===== src/rtl/cic_interpolator_if.sv =====
// Sample-stream bus for cic_interpolator: low-rate input handshake in,
// full-rate filtered output and status out.
interface cic_interpolator_if #(
  parameter int unsigned IN_W  = 16,
  parameter int unsigned OUT_W = 16
);
  logic signed [IN_W-1:0]  in;
  logic                    in_valid;
  logic                    in_ready;
  logic signed [OUT_W-1:0] out;
  logic                    out_valid;
  logic                    underrun;

  // Sample source / output consumer side
  modport master (
    output in,
    output in_valid,
    input  in_ready,
    input  out,
    input  out_valid,
    input  underrun
  );

  // Filter side
  modport slave (
    input  in,
    input  in_valid,
    output in_ready,
    output out,
    output out_valid,
    output underrun
  );
endinterface


===== src/rtl/cic_interpolator.sv =====
// CIC interpolating filter: N comb stages at the low rate (one slot every R
// clocks), zero-stuffing, N pipelined integrators at clock rate, then scaling
// by R^(N-1) back to the input range.
// Optional build macro CIC_INTERP_SAT_EN: clamp the scaled result to the
// IN_W signed range instead of letting it wrap.
module cic_interpolator #(
  parameter int unsigned N     = 3,
  parameter int unsigned R     = 8,
  parameter int unsigned IN_W  = 16,
  parameter int unsigned OUT_W = 16
) (
  input  logic              aclk,
  input  logic              aresetn,
  cic_interpolator_if.slave bus
);

  localparam int unsigned LOG2R = $clog2(R);
  localparam int unsigned W     = IN_W + N * LOG2R;
  localparam int unsigned SHIFT = (N - 1) * LOG2R;
  localparam int unsigned S_W   = IN_W + LOG2R;

  logic [LOG2R-1:0]        phase;
  logic                    in_ready_c;
  logic                    accept_c;
  logic                    starve_c;

  logic signed [W-1:0]     c_c [N+1];
  logic signed [W-1:0]     d_q [N];
  logic signed [W-1:0]     u_q;
  logic signed [W-1:0]     integ_q [N];

  logic signed [IN_W-1:0]  t_c;
  logic signed [OUT_W-1:0] out_q;
  logic [N:0]              vld_sr;
  logic                    out_valid_q;
  logic                    underrun_q;

  // Slot decode; held low while in reset so no transfer is advertised
  assign in_ready_c = aresetn && (phase == '0);
  assign accept_c   = in_ready_c && bus.in_valid;
  assign starve_c   = in_ready_c && !bus.in_valid;

  assign bus.in_ready  = in_ready_c;
  assign bus.out       = out_q;
  assign bus.out_valid = out_valid_q;
  assign bus.underrun  = underrun_q;

  // Free-running phase counter; R is a power of two so it wraps naturally
  always_ff @(posedge aclk or negedge aresetn) begin
    if (!aresetn) begin
      phase <= '0;
    end else begin
      phase <= phase + LOG2R'(1);
    end
  end

  // Comb chain evaluated combinationally within the slot cycle; a missed
  // slot feeds zero into the chain
  always_comb begin
    c_c[0] = accept_c ? W'(bus.in) : '0;
    for (int k = 0; k < N; k++) begin
      c_c[k+1] = c_c[k] - d_q[k];
    end
  end

  // Comb delay registers advance only on slots; u carries the comb result
  // for the single cycle after a slot and is zero otherwise (zero-stuffing)
  always_ff @(posedge aclk or negedge aresetn) begin
    if (!aresetn) begin
      for (int k = 0; k < N; k++) begin
        d_q[k] <= '0;
      end
      u_q <= '0;
    end else begin
      if (in_ready_c) begin
        for (int k = 0; k < N; k++) begin
          d_q[k] <= c_c[k];
        end
      end
      u_q <= in_ready_c ? c_c[N] : '0;
    end
  end

  // Integrator cascade at clock rate, each stage fed from the previous
  // stage's register (pipelined), modulo 2^W
  always_ff @(posedge aclk or negedge aresetn) begin
    if (!aresetn) begin
      for (int k = 0; k < N; k++) begin
        integ_q[k] <= '0;
      end
    end else begin
      integ_q[0] <= integ_q[0] + u_q;
      for (int k = 1; k < N; k++) begin
        integ_q[k] <= integ_q[k] + integ_q[k-1];
      end
    end
  end

`ifdef CIC_INTERP_SAT_EN
  localparam logic [IN_W-1:0] T_MAX = {1'b0, {(IN_W-1){1'b1}}};
  localparam logic [IN_W-1:0] T_MIN = {1'b1, {(IN_W-1){1'b0}}};

  logic signed [S_W-1:0] s_c;
  logic                  in_range_c;

  assign s_c = integ_q[N-1][W-1:SHIFT];

  // Remove the R^(N-1) gain and clamp into the IN_W signed range; the value
  // fits when all bits from the IN_W sign position upward agree
  always_comb begin
    in_range_c = (&s_c[S_W-1:IN_W-1]) || !(|s_c[S_W-1:IN_W-1]);
    t_c        = s_c[IN_W-1:0];
    if (!in_range_c) begin
      t_c = s_c[S_W-1] ? T_MIN : T_MAX;
    end
  end
`else
  // Remove the R^(N-1) gain and keep the low IN_W bits; overshoot wraps
  assign t_c = integ_q[N-1][SHIFT +: IN_W];
`endif

  // Registered output taken from the top OUT_W bits of the scaled value
  always_ff @(posedge aclk or negedge aresetn) begin
    if (!aresetn) begin
      out_q <= '0;
    end else begin
      out_q <= t_c[IN_W-1 -: OUT_W];
    end
  end

  // Valid tracks the first accepted sample through u, N integrators and out
  always_ff @(posedge aclk or negedge aresetn) begin
    if (!aresetn) begin
      vld_sr      <= '0;
      out_valid_q <= 1'b0;
    end else begin
      vld_sr      <= {vld_sr[N-1:0], vld_sr[0] | accept_c};
      out_valid_q <= vld_sr[N];
    end
  end

  // Sticky starvation flag, cleared only by reset
  always_ff @(posedge aclk or negedge aresetn) begin
    if (!aresetn) begin
      underrun_q <= 1'b0;
    end else begin
      underrun_q <= underrun_q | starve_c;
    end
  end

endmodule


===== src/flat_wrapper.sv =====
// flat-port wrapper written by rule: the top's interface ports become plain ports
module cic_interpolator_flat 
#(
  parameter int unsigned N     = 3,
  parameter int unsigned R     = 8,
  parameter int unsigned IN_W  = 16,
  parameter int unsigned OUT_W = 16
)
  (aclk, aresetn, bus_in, bus_in_valid, bus_in_ready, bus_out, bus_out_valid, bus_underrun);
  cic_interpolator_if #(.IN_W(IN_W), .OUT_W(OUT_W)) bus_i ();
  input  logic aclk;
  input  logic aresetn;
  input wire logic [$bits(bus_i.in)-1:0] bus_in;
  input wire logic [$bits(bus_i.in_valid)-1:0] bus_in_valid;
  output wire logic [$bits(bus_i.in_ready)-1:0] bus_in_ready;
  output wire logic [$bits(bus_i.out)-1:0] bus_out;
  output wire logic [$bits(bus_i.out_valid)-1:0] bus_out_valid;
  output wire logic [$bits(bus_i.underrun)-1:0] bus_underrun;
  assign bus_i.in = bus_in;
  assign bus_i.in_valid = bus_in_valid;
  assign bus_in_ready = bus_i.in_ready;
  assign bus_out = bus_i.out;
  assign bus_out_valid = bus_i.out_valid;
  assign bus_underrun = bus_i.underrun;
  cic_interpolator #(.N(N), .R(R), .IN_W(IN_W), .OUT_W(OUT_W)) u_core (.aclk(aclk), .aresetn(aresetn), .bus(bus_i));
endmodule

===== config.mk =====
export PLATFORM = sky130hd
export DESIGN_NAME = cic_interpolator_flat
export DESIGN_NICKNAME = d
export VERILOG_FILES = /design/src/rtl/cic_interpolator_if.sv /design/src/rtl/cic_interpolator.sv /design/src/flat_wrapper.sv
export SDC_FILE = /design/constraint.sdc
export NUM_CORES = 1
export LEC_CHECK = 0
export ABC_AREA = 0
export BUFFER_PORTS_ARGS = -buffer_cell sky130_fd_sc_hd__buf_2
export CAP_MARGIN = 10
export CORE_MARGIN = 5
export CORE_UTILIZATION = 64
export CTS_CLUSTER_SIZE = 10
export DETAILED_ROUTE_END_ITERATION = 16
export GPL_TIMING_DRIVEN = 0
export HOLD_SLACK_MARGIN = 0.12
export MAX_ROUTING_LAYER = met4
export PLACE_DENSITY = 0.82
export SLEW_MARGIN = 20
export SYNTH_ARGS = -nofsm -noshare
export SYNTH_HDL_FRONTEND = slang
export SYNTH_SLANG_ARGS = --single-unit

===== constraint.sdc =====
create_clock -name aclk -period 13.25 [get_ports aclk]
set_clock_uncertainty 0.15 [all_clocks]
set_input_delay 1.325 -clock aclk [delete_from_list [all_inputs] [get_ports aclk]]
set_output_delay 1.325 -clock aclk [all_outputs]
set_load 0.1 [all_outputs]

### Yosys cells after proc, flatten, opt, wreduce, memory -nomap -nowiden

Cells that the tools add are included.

* bits in registers: 200
* output and inout port bits: 19
* logic and storage cells: 28
* input port bits: 19

* add/sub/neg operators: 7
* bitwise gates (word level): 2
* mux-type cells: 2
* reductions and logical operators: 5

Operators by type and width (number)
* adder 25 bit: 3
* subtractor 25 bit: 3
* 2-to-1 mux 25 bit: 2
* adder 3 x 1 -> 3 bit, second input constant: 1
* logical AND 1 bit: 3
* logical NOT 3 bit: 1
* bitwise OR 1 bit: 2
* logical NOT 1 bit: 1

### Longest topological paths before layout

* depth after elaboration: 8
* gate-level depth with buffers: 36

### Worst setup path before layout

No wires, ideal clock.

* path type: input port to flip-flop
* start point: input aresetn
* end point: register u_core.u_q[21]
* path slack: 6.236 ns
* data required time: 12.968 ns
* data arrival time: 6.733 ns
* stages on the path: 32
* buffers on the path: 2
* path through: nand2_1 or2_2 clkbuf_1 inv_1 clkbuf_1 and3_1 ha_1 nor2b_1 o21ai_0 nand2b_1 and2_1 o21ai_0 nand2b_1 xor2_1 ha_1 nor4_1 a211oi_1 o22a_4 a21o_1 a21o_1 xor2_1 ha_1 a21o_1 a21oi_1 o21ai_0 a31oi_1 o22ai_1 o31ai_1 nor3b_1 a211o_1 xnor2_1 nor2_1

RTL lines
* start: declaration: RTL line flat_wrapper.sv:12 `input logic aresetn;`
* end signal: assignment: RTL line cic_interpolator.sv:80 `u_q <= in_ready_c ? c_c[N] : '0;`
* end: declaration: RTL line cic_interpolator.sv:29 `logic signed [W-1:0] u_q;`

==> summary.md <==
| Metric | Value |
|---|---|
| Number of buffers created by CTS | `17` |
| Die area | `between 15,000 and 20,000 µm²` |
| Fin nets | `~1,300` |
| Post-Synth Simple-Gate Area | `approximately an eighth` |
| Post-synthesis sequential area ratio | `around two fifths` |
| Clock Tree Buf Depth | `2` |
| Final GP Congestion | `0.907` |
| Vias | `roughly 7,700` |
| CTS sink cnt | `~170` |
| Final period utilization | `66.5%` |
| Vias in the first global route | `about 7,600` |
| Most frequent cells in the layout | `dfrtp_1, ha_1, inv_1` |
| Xor/xnor share of the synthesized area | `8.13%` |
| Residual DRC count | `0` |
| First-pass GRT wire length | `between 30,000 and 40,000 µm` |
| #FFs+latches synth | `roughly 170` |
| Post-synthesis adder-cell area fraction | `15.7%` |
| FF-to-FF Start | `u_core.phase[0]$_DFF_PN0_` |
| Wirelength per Cell | `roughly 14 µm` |
| GRT Total Usage | `about a fifth` |
| Fin. Hold Viols | `0` |
| Largest family of logic cells by synthesized area | `compound AO/OA/AOI/OAI gates` |
| Relative slew slack | `55.5%` |
| Antenna viol nets, final | `0` |
| Most common cell after layout, fill and taps aside | `dfrtp_1` |
| Cell Area, Synth | `10,600 µm²` |
| Initial Utilization | `64.7%` |
| CTS tree | `done` |
| TNS Setup | `0 ps` |
| Yosys warns | `0` |
| Area occupied by multi-input gates | `around 5900 µm²` |
| Crit path max fanout | `93` |
| Max frequency | `roughly 110 MHz` |
| Clk_lat worst skew | `around 440 ps` |
| EDFF count, synth | `0` |
| Largest area contributor in the netlist | `dfrtp_1` |
| Share of cells above drive strength 1 | `roughly 8.8%` |
| Initial antenna violation count | `0` |
| Distinct cells, synth | `59` |
| Yosys top cell area share | `between 40% and 50%` |
| 1st-pass router iterations | `5` |
| Outcome | `finished, final reports clean` |
| Worst path slowest cell | `buf_8` |
| Core ar. | `between 15,000 and 20,000 µm²` |
| Final slew viol count | `0` |
| Post-synth ARST share | `100%` |
| Compound-Gate Fraction of Synth Area | `a little under a fifth` |
| Via density | `roughly 5.6` |
| Reg area | `~4300 µm²` |
| # rows | `between 40 and 50` |
| Pre-CTS setup slack | `approximately 4000 ps` |
| Worst min-delay path class | `reg2reg` |
| Syn_nets | `~1,200` |
| Detailed Route Iter0 Violations | `about 350` |
| I/O pin cnt | `38` |
| Post-synth top flop | `dfrtp_1` |
| Drt total wl | `18,900 µm` |
| Cell count after synthesis | `around 1,100` |
| Largest net degree at the start of global routing | `94` |
| Port buffer count | `37` |
| Setup violators final | `0` |
| Final worst slack | `approximately 4400 ps` |
| ANT cells | `0` |
| Setup crit end kind | `register` |
| Critical path origin | `aresetn` |
| Max-cap violations | `0` |
| CP arrival | `around 9000 ps` |
| Worst-Margin Slew | `~670 ps` |
| RSZ-0062 raised after global routing | `false` |
| Startpoint types | `input pin` |
| H-tree Lvls | `4` |
| Area contributors post-synth | `dfrtp_1, ha_1, xnor2_1` |
| Die Y | `139 µm` |
| Max incr delay on CP | `440 ps` |
| CTS resizes | `0` |
| Hold bufs inserted after CTS | `0` |
| Mux contribution to synthesized area | `less than 1%` |
| Worst path required time | `13,410 ps` |
| Grt total ovfl | `0` |
| Synthesis-to-layout area growth | `10.0%` |
| Fillers | `1,211` |
| DPL Wire Length | `14,100 µm` |
| Worst hold start | `u_core.vld_sr[3]$_DFF_PN0_` |
| CP Class | `in2reg` |
| Post-CTS setup repair buffer count | `0` |
| Width of the die | `approximately 140 µm` |
| Final worst path period need | `between 8000 and 9000 ps` |
| Clock-pin slew on the worst setup and hold paths | `around 70 ps` |
| Clk root buf | `clkbuf_16` |
| Mean Syn Cell Area | `about 9.7 µm²` |
-- worst max-delay path: cells and delay by family --
family                   cells  cell delay, ps
AO/OA/AOI/OAI               15            3100
AND/OR/NAND/NOR              8            1480
XOR/XNOR                     2             340
adder cells (fa/ha/maj)      3             940
buffers and inverters        5            1730
-- cell families (layout without fill, tap and decap cells) --
| group | after synthesis | count (layout) |
|---|---|---|
| AOI/OAI and AO/OA | 300 | 300 |
| xor gates and xnor gates | 98 | 98 |
| adders and majority gates | 130 | 130 |
| buffers and inverters | 112 | 182 |
| DFF | 173 | 173 |
| muxes | 8 | 8 |
| and+or+nand+nor | 272 | 272 |
-- worst paths after layout --
kind                                                        to  slack (ps)  cells past startpoint
worst max-delay path                  u_core.u_q[21]$_DFF_PN0_        4440                     33
worst min-delay path            u_core.bus.out_valid$_DFF_PN0_         200                      0
worst max register to register        u_core.u_q[21]$_DFF_PN0_        5680                     33
worst min register to register  u_core.bus.out_valid$_DFF_PN0_         200                      0
max in group asynchronous            u_core.d_q[7]$_DFFE_PN0P_       11360                      2
min in group asynchronous          u_core.integ_q[1]$_DFF_PN0_         720                      1
-- registers in the layout (all words and copies together) (netlist names) --
| name | count |
|---|---|
| u_core.phase | 3 |
| u_core.integ_q | 66 |
| u_core.bus.out | 16 |
| u_core.bus.underrun | 1 |
| u_core.bus.out_valid | 1 |
| u_core.u_q | 22 |
| u_core.d_q | 60 |
| u_core.vld_sr | 4 |
-- metal layers --
| metal | global-route usage, % | share of wire (%) |
|---|---|---|
| met1 | 23.7 | 43 |
| met2 | 37.7 | 52 |
| met3 | 4.21 | 2.7 |
| met4 | 7.16 | 2.2 |
| met5 | - | 0 |
-- per-stage QoR --
step	instance area (µm²)	std cells	hold slack, ps	utilization (%)
CTS	11700	1383	202	71.1
global route	11700	1383	203	71.1
finish	11700	1383	198	71.1
floorplan	10600	1093	181	-
global placement	11100	1350	181	67.5
detailed placement	11100	1351	186	67.7
-- area by class of cell --
class,count,area share (%)
Multi-Input combinational cell,808,50.4
Sequential cell,173,37.0
Clock buffer,18,3.75
Inverter,97,3.11
Tap cell,220,2.35
Timing Repair Buffer,38,1.90
Clock inverter,14,1.10
Buffer,15,0.481
-- cells in the mapped netlist, drive strengths merged (3+ instances only) --
master,count
xor2,33
nand4,4
a21oi,64
or2,8
a31oi,13
nor3,20
dfrtp,173
o22ai,4
fa,6
nor2,77
o41ai,3
clkbuf,14
mux2,8
o21bai,11
nand3,11
o21ai,80
xnor2,65
and3,22
o21a,18
nor2b,14
a31o,4
a221oi,3
o31a,3
a211oi,7
o31ai,3
nand2,71
nand2b,21
a21o,60
or3,6
and2,9
a21boi,7
inv,97
ha,124
o211ai,4
o2111ai,3
Power is left out: the tool's default activity adds up to more than one toggle a clock period on the data nets, which glitch-free logic cannot reach.
